==> src/rtl/instr_decode_pipe.sv <==
// RV32I/RV64I instruction decoder with a single registered output stage,
// valid/ready flow control and saturating decode/illegal statistics counters.
module instr_decode_pipe #(
  parameter int unsigned XLEN     = 32,
  parameter int unsigned ENABLE_M = 0,
  parameter int unsigned CNT_W    = 16
) (
  input  logic             clk,
  input  logic             rst,
  input  logic             in_valid,
  output logic             in_ready,
  input  logic [31:0]      instr,
  input  logic [XLEN-1:0]  pc_in,
  output logic             out_valid,
  input  logic             out_ready,
  output logic [3:0]       cls,
  output logic [4:0]       rd,
  output logic [4:0]       rs1,
  output logic [4:0]       rs2,
  output logic [2:0]       funct3,
  output logic [6:0]       funct7,
  output logic [XLEN-1:0]  imm,
  output logic             illegal,
  output logic [XLEN-1:0]  pc_out,
  output logic [CNT_W-1:0] dec_count,
  output logic [CNT_W-1:0] ill_count
);

  typedef enum logic [3:0] {
    ClsIllegal, ClsOp, ClsOpImm, ClsLoad, ClsStore, ClsBranch,
    ClsJal, ClsJalr, ClsLui, ClsAuipc, ClsSystem, ClsMiscMem
  } cls_e;

  localparam logic [6:0] OpcOp      = 7'b0110011;
  localparam logic [6:0] OpcOpImm   = 7'b0010011;
  localparam logic [6:0] OpcLoad    = 7'b0000011;
  localparam logic [6:0] OpcStore   = 7'b0100011;
  localparam logic [6:0] OpcBranch  = 7'b1100011;
  localparam logic [6:0] OpcJal     = 7'b1101111;
  localparam logic [6:0] OpcJalr    = 7'b1100111;
  localparam logic [6:0] OpcLui     = 7'b0110111;
  localparam logic [6:0] OpcAuipc   = 7'b0010111;
  localparam logic [6:0] OpcSystem  = 7'b1110011;
  localparam logic [6:0] OpcMiscMem = 7'b0001111;

  localparam bit Rv64 = (XLEN == 64);
  localparam bit HasM = (ENABLE_M != 0);

  logic [6:0]       opcode;
  logic [2:0]       f3;
  logic [6:0]       f7;
  logic [31:0]      imm32;
  logic [XLEN+31:0] imm_wide;
  logic             bad;
  cls_e             cls_d;

  logic             valid_q;
  cls_e             cls_q;
  logic [4:0]       rd_q, rs1_q, rs2_q;
  logic [2:0]       funct3_q;
  logic [6:0]       funct7_q;
  logic [XLEN-1:0]  imm_q, pc_q;
  logic             illegal_q;
  logic [CNT_W-1:0] dec_q, ill_q;

  logic load, drain;

  assign opcode = instr[6:0];
  assign f3     = instr[14:12];
  assign f7     = instr[31:25];

  // Decode class, legality and the 32-bit immediate of the incoming word
  always_comb begin
    cls_d = ClsIllegal;
    imm32 = '0;
    bad   = 1'b0;
    case (opcode)
      OpcOp: begin
        cls_d = ClsOp;
        bad   = !((f7 == 7'b0000000) ||
                  (f7 == 7'b0100000 && (f3 == 3'b000 || f3 == 3'b101)) ||
                  (f7 == 7'b0000001 && HasM));
      end
      OpcOpImm: begin
        cls_d = ClsOpImm;
        imm32 = {{20{instr[31]}}, instr[31:20]};
        // Shift-amount bit 5 only exists on RV64
        if (f3 == 3'b001) begin
          bad = (instr[31:26] != 6'b000000) || (!Rv64 && instr[25]);
        end else if (f3 == 3'b101) begin
          bad = !(instr[31:26] == 6'b000000 || instr[31:26] == 6'b010000) ||
                (!Rv64 && instr[25]);
        end
      end
      OpcLoad: begin
        cls_d = ClsLoad;
        imm32 = {{20{instr[31]}}, instr[31:20]};
        case (f3)
          3'b000, 3'b001, 3'b010, 3'b100, 3'b101: bad = 1'b0;
          3'b011, 3'b110:                         bad = !Rv64;
          default:                                bad = 1'b1;
        endcase
      end
      OpcStore: begin
        cls_d = ClsStore;
        imm32 = {{20{instr[31]}}, instr[31:25], instr[11:7]};
        case (f3)
          3'b000, 3'b001, 3'b010: bad = 1'b0;
          3'b011:                 bad = !Rv64;
          default:                bad = 1'b1;
        endcase
      end
      OpcBranch: begin
        cls_d = ClsBranch;
        imm32 = {{20{instr[31]}}, instr[7], instr[30:25], instr[11:8], 1'b0};
        bad   = (f3 == 3'b010) || (f3 == 3'b011);
      end
      OpcJal: begin
        cls_d = ClsJal;
        imm32 = {{12{instr[31]}}, instr[19:12], instr[20], instr[30:21], 1'b0};
      end
      OpcJalr: begin
        cls_d = ClsJalr;
        imm32 = {{20{instr[31]}}, instr[31:20]};
        bad   = (f3 != 3'b000);
      end
      OpcLui: begin
        cls_d = ClsLui;
        imm32 = {instr[31:12], 12'b0};
      end
      OpcAuipc: begin
        cls_d = ClsAuipc;
        imm32 = {instr[31:12], 12'b0};
      end
      OpcSystem: begin
        cls_d = ClsSystem;
        bad   = (instr != 32'h0000_0073) && (instr != 32'h0010_0073);
      end
      OpcMiscMem: begin
        cls_d = ClsMiscMem;
        bad   = (f3 != 3'b000);
      end
      default: bad = 1'b1;
    endcase
    if (bad) begin
      cls_d = ClsIllegal;
      imm32 = '0;
    end
  end

  // Sign-extend the 32-bit immediate to the datapath width
  assign imm_wide = {{XLEN{imm32[31]}}, imm32};

  assign in_ready = !valid_q || out_ready;
  assign load     = in_valid && in_ready;
  assign drain    = valid_q && out_ready;

  // Output register stage and saturating statistics counters
  always_ff @(posedge clk) begin
    if (rst) begin
      valid_q   <= 1'b0;
      cls_q     <= ClsIllegal;
      rd_q      <= '0;
      rs1_q     <= '0;
      rs2_q     <= '0;
      funct3_q  <= '0;
      funct7_q  <= '0;
      imm_q     <= '0;
      illegal_q <= 1'b0;
      pc_q      <= '0;
      dec_q     <= '0;
      ill_q     <= '0;
    end else begin
      if (load) begin
        valid_q   <= 1'b1;
        cls_q     <= cls_d;
        rd_q      <= instr[11:7];
        rs1_q     <= instr[19:15];
        rs2_q     <= instr[24:20];
        funct3_q  <= f3;
        funct7_q  <= f7;
        imm_q     <= imm_wide[XLEN-1:0];
        illegal_q <= bad;
        pc_q      <= pc_in;
      end else if (drain) begin
        valid_q <= 1'b0;
      end
      if (drain) begin
        if (dec_q != '1) dec_q <= dec_q + 1'b1;
        if (illegal_q && (ill_q != '1)) ill_q <= ill_q + 1'b1;
      end
    end
  end

  assign out_valid = valid_q;
  assign cls       = cls_q;
  assign rd        = rd_q;
  assign rs1       = rs1_q;
  assign rs2       = rs2_q;
  assign funct3    = funct3_q;
  assign funct7    = funct7_q;
  assign imm       = imm_q;
  assign illegal   = illegal_q;
  assign pc_out    = pc_q;
  assign dec_count = dec_q;
  assign ill_count = ill_q;

endmodule

==> config.mk <==
export PLATFORM = sky130hd
export DESIGN_NAME = instr_decode_pipe
export DESIGN_NICKNAME = d
export VERILOG_FILES = /design/src/rtl/instr_decode_pipe.sv
export SDC_FILE = /design/constraint.sdc
export NUM_CORES = 1
export LEC_CHECK = 0
export CELL_PAD_IN_SITES_DETAIL_PLACEMENT = 1
export CELL_PAD_IN_SITES_GLOBAL_PLACEMENT = 1
export CORE_MARGIN = 3
export CORE_UTILIZATION = 32
export DETAILED_ROUTE_END_ITERATION = 6
export DONT_BUFFER_PORTS = 1
export GPL_TIMING_DRIVEN = 0
export PLACE_DENSITY_LB_ADDON = 0.1
export SETUP_SLACK_MARGIN = 0.3
export SLEW_MARGIN = 20
export SYNTH_ARGS = -nofsm -noshare
export SYNTH_HDL_FRONTEND = slang
export SYNTH_SLANG_ARGS = --single-unit
==> constraint.sdc <==
create_clock -name clk -period 4 [get_ports clk]
set_input_delay 0.8 -clock clk [delete_from_list [all_inputs] [get_ports clk]]
set_output_delay 0.8 -clock clk [all_outputs]
set_load 0.005 [all_outputs]
# Word level (Yosys, flattened, before mapping)
# Index checks and enable logic that the tools add are counted.
# totals
register_bits,127
inputBits,68
output_inout_bits,128
wordCells,76
# op_classes
addsub,2
eq_ne,22
muxes,11
n_reduce_logical,29
# op_table
operator,n
$pmux 32 s5,1
$pmux 4 s11,1
$add 16x1->16 const B,2
$mux 32,1
$ne 16x16->1 const B,2
$ne 32x21->1 const B,1
$ne 32x7->1 const B,1
$eq 7x6->1 const B,4
$eq 7x7->1 const B,4
$eq 7x5->1 const B,2
$reduce_or 3->1,3
$pmux 1 s8,1
$eq 7x2->1 const B,1
$eq 7x4->1 const B,1
$logic_not 7->1,1
$logic_or 1x1->1,7
$eq 3x2->1 const B,2
$eq 3x3->1 const B,2
$eq 6x5->1 const B,1
$logic_not 6->1,1
$mux 1,6
$reduce_bool 6->1,1
$logic_and 1x1->1,5
$reduce_or 5->1,1
8 further kinds,12

# Longest topological paths before layout
# depth
depth_word,8
mapped_depth,8
ltp_nobuf,7

# Worst setup path after synthesis
# Ideal clock, no wire load.
# synth_timing
kind,input to register
from,in instr[12]
to,"reg imm_q[0], in the netlist imm[0]"
setup_time_ns,0.067
arrival_time_ns,2.389
required_time_ns,3.933
setup_slack_ns,1.544
stages,8
path_buffers,2
cell_sequence,clkbuf_1 nor2_1 o31ai_1 a32oi_1 nand2_1 or4_4 buf_6 o21ai_2
# synth_between
elab_chain_len,7
elab_cells_between_ends,23
classes_between,eq/ne (7); mux (6); reduce/logical (10)
# synth_rtl
element,line,text
"start, declared",12,"input logic [31:0] instr,"
"parallel branches: the longest is 5 deep, another holds $reduce_or 5->1",n/a,
$pmux 1 s8 *,77,case (opcode)
$mux 32 *,145,if (bad) begin
"end signal, assigned",182,imm_q <= imm_wide[XLEN-1:0];
"end, declared",62,"logic [XLEN-1:0] imm_q, pc_q;"
# Every way passes the cells marked *.
# A chain may end at the register's enable or synchronous reset.

# Worst setup path after layout
# layout_timing
from,in instr[2]
to,"reg imm_q[7], in the netlist imm[7]"
# layout_between
elab_chain_len,4
elab_cells_between_ends,21
classes_between,eq/ne (13); mux (3); reduce/logical (5)
# layout_rtl
element,line,text
"$ne 32x7->1, or another cell as far along",137,bad = (instr != 32'h0000_0073) && (instr != 32'h0010_0073);
"$logic_and 1x1->1, or another cell as far along",137,
$pmux 1 s8 / $pmux 32 s5 (equally long branches),77,
$mux 32 *,145,
# Every way passes the cells marked *; elsewhere a longest branch is shown, timed or not.

==> impl_metrics.json <==
{
  "io_pins": 196,
  "cap_violations": 0,
  "drt-initial-drc-count": 159,
  "crit_path_max_incr_delay_ns": 0.66,
  "start_util_pct": 33.14,
  "synth_fp_nets": 718,
  "totalWireLength_um": 17720,
  "yosys.area_share.xor_xnor_pct": 5.248,
  "grt_overflow": 0,
  "num_vias": 4707,
  "finClkSkew_ns": 0.007694,
  "worstPathRequired_ns": 4.30,
  "ys_seq_area_share_pct": 47.61,
  "peakVddDrop_uv": 287.8,
  "post_cts_buffers": 0,
  "cpMaxStageDelayCell": "nor4b_1",
  "wl_per_cell_um": 19.78,
  "worstPathArrival_ns": 2.92,
  "synthArstFlopShare_pct": 0,
  "clock_latency_ns": 0.42,
  "r2r_slack_ns": 1.62,
  "io_buffers": 0,
  "coreArea_mm2": 0.01612,
  "via_per_inst": 5.253,
  "clock_path_buffers": 2,
  "p_total_mw": 3.055,
  "fillCellCount": 1911,
  "period_share_pct": 65.43,
  "synthSimpleGateAreaFrac_pct": 23.50,
  "min_path_type": "flip-flop to flip-flop",
  "synth_ff_type": "dfxtp_1",
  "cp_num_buf_inv": 1,
  "rr_worst_depth": 6,
  "grt_pass1_wl_um": 27190,
  "crit_path_start_kind": "primary input",
  "drtAntennaViolNets": 0,
  "chipWidth_um": 135.2,
  "dp_hpwl_um": 13740,
  "ys.warnings.count": 0,
  "die-area_mm2": 0.01827,
  "antenna_found_initial": 0,
  "max_freq_mhz": 382.1,
  "hold_viol_final": 0,
  "slew_headroom_pct": 33.50,
  "gp_congestion": 0.8506,
  "antennaDiodeCount": 0,
  "r2r_end": "imm[7]",
  "cp_cell_sequence": "nor2_1, nor4b_1, a32oi_1, nand2_1, and3b_2, buf_2, a22o_1",
  "synth_edf_count": 0,
  "cts_tree": "done",
  "first_global_vias": 4842,
  "worst_pin_slew_ns": 0.9884,
  "slew_violations": 0,
  "firstDrtPassIters": 4,
  "syn_avg_cell_area_um2": 8.241,
  "p_per_area_mw_per_mm2": 492.1,
  "grt_max_degree": 17,
  "cts_buffers": 17,
  "grt_use_total_pct": 19.26,
  "status": "completed",
  "cp_max_fo": 7,
  "clock-sinks": 127,
  "clkTransAtPathRegs_ns": 0.06,
  "drive_gt1_share_pct": 10.29,
  "h-tree-depth": 4,
  "cts_resized": 0,
  "die_h_um": 135.2,
  "min_path_cells": 2,
  "crit_type": "primary input to flip-flop",
  "synthMuxAreaShare_pct": 0.7732,
  "synth_top_family_by_area": "simple AND/OR/NAND/NOR gates",
  "fin_crit_ns": 2.617,
  "synth-compound-area-share_pct": 18.70,
  "synthCells": 648,
  "synth-seq-cells": 127,
  "cts_hold_buf": 0,
  "finalSetupTns_ns": 0,
  "yosys.cell_types.count": 54,
  "drcViolationCount": 0,
  "synthAdderAreaFrac_pct": 0.4686,
  "fin_nets": 737,
  "p_leak_nw": 2.221,
  "rows": 46,
  "setup_viol": 0,
  "areaGrowthSynthToFinish_pct": 16.26,
  "root_buffer": "clkbuf_16",
  "min_to": "pc_out[13]",
  "cp-end-kind": "flip-flop",
  "rsz0062_at_grt": "no",
  "min_from": "pc_out[13]",
  "netlist_area_mm2": 0.005340,
  "rr_startpoint": "out_valid",
  "crit_family": "simple AND/OR/NAND/NOR gates"
}
[through the flow]
stage                     hold slack [ns]  instances  cell area [µm²]  util, %  worst slack, ns
after floorplan                    0.4487        648             5340        -            1.544
after global placement             0.4644        864             5610    34.81            1.127
after detailed placement           0.4722        864             5610    34.81            1.011
after CTS                          0.4810        896             6208    38.52            1.412
after global routing               0.4954        896             6208    38.52            1.311
final                              0.4770        896             6208    38.52            1.383
[worst max path at each step]
stage	startpoint	to	slack, ns	cells past startpoint
2_1_floorplan	instr[12]	imm[0]	1.54	8
3_3_place_gp	instr[2]	imm[9]	1.13	7
3_5_place_dp	instr[2]	imm[7]	1.01	7
4_1_cts	instr[2]	imm[7]	1.41	7
5_1_grt	instr[2]	imm[7]	1.31	7
6_report	instr[2]	imm[7]	1.38	7
[state kept, by name, summed over array words and instances (netlist names)]
name,count
rs1,5
rd,5
out_valid,1
cls,4
ill_count,16
funct7,7
rs2,5
funct3,3
illegal,1
imm,32
dec_count,16
pc_out,32
[layout by cell type, fill, tap and decap left out, types with 3 or more instances in the layout]
master      count
clkinvlp_4      4
buf_2           5
mux2i_1         3
clkbuf_1       29
a22o_1         17
nor2_1         55
clkinv_2        3
inv_1           7
nand4_1         9
clkbuf_8        3
clkbuf_16      17
buf_1           4
dfxtp_1       127
and4_1          3
and2_1          3
or3_1           3
and3_1          9
nor3_1          6
xnor2_1        10
nand3_1        19
nand2b_1        3
nor4_1          5
o31ai_1         3
a21oi_1        87
o21ai_0         5
nor2b_1         3
xor2_1         22
o21ai_2        20
nand2_1       157
[layer usage]
| metal | track usage, % | share of wire, % |
|---|---|---|
| met5 | 0 | 0 |
| met4 | 8.455 | 2.5 |
| met3 | 8.432 | 10 |
| met2 | 32.13 | 49 |
| met1 | 21.30 | 39 |
[logic make-up (layout without fill, tap and decap cells)]
group | count (synthesis) | in the layout
xor gates and xnor gates | 32 | 32
AOI/OAI and AO/OA | 152 | 152
DFF | 127 | 127
muxes | 4 | 4
buffers and inverters | 47 | 79
and+or+nand+nor | 284 | 284
adders and majority gates | 2 | 2
[synth_stat cells (6+ instances only)]
| cell type | number | area [µm²] |
|---|---|---|
| a21oi_1 | 87 | 435.4 |
| a22o_1 | 17 | 148.9 |
| and3_1 | 9 | 56.30 |
| clkbuf_1 | 29 | 108.9 |
| dfxtp_1 | 127 | 2542 |
| inv_1 | 7 | 26.28 |
| nand2_1 | 157 | 589.3 |
| nand3_1 | 19 | 95.09 |
| nand4_1 | 9 | 56.30 |
| nor2_1 | 55 | 206.5 |
| nor3_1 | 6 | 30.03 |
| o21ai_2 | 20 | 175.2 |
| xnor2_1 | 10 | 87.58 |
| xor2_1 | 22 | 192.7 |
[worst min-delay path: cells and delay by family, from the launching register on]
kind,cells,cell delay (ns)
flops,1,0.32
simple gates,1,0.06
compound gates,1,0.05
[final cells by class]
class	instances	area, µm²	share of cell area, %
plain buffers	40	171.4	2.761
clock buffers	20	466.7	7.517
clock inverters	12	131.4	2.116
inverters	7	26.28	0.4232
multi-input cells	474	2600	41.88
flip-flops and latches	127	2542	40.95
well taps	216	270.3	4.353
[report_power, final]
| part | switching [mW] | internal [mW] | total, mW |
|---|---|---|---|
| Sequential | 0.0364 | 1.30 | 1.34 |
| Clock | 0.582 | 0.967 | 1.55 |
| Combinational | 0.115 | 0.0521 | 0.167 |
| Total | 0.734 | 2.32 | 3.06 |
Note: power is estimated with default switching activity, not from simulation.
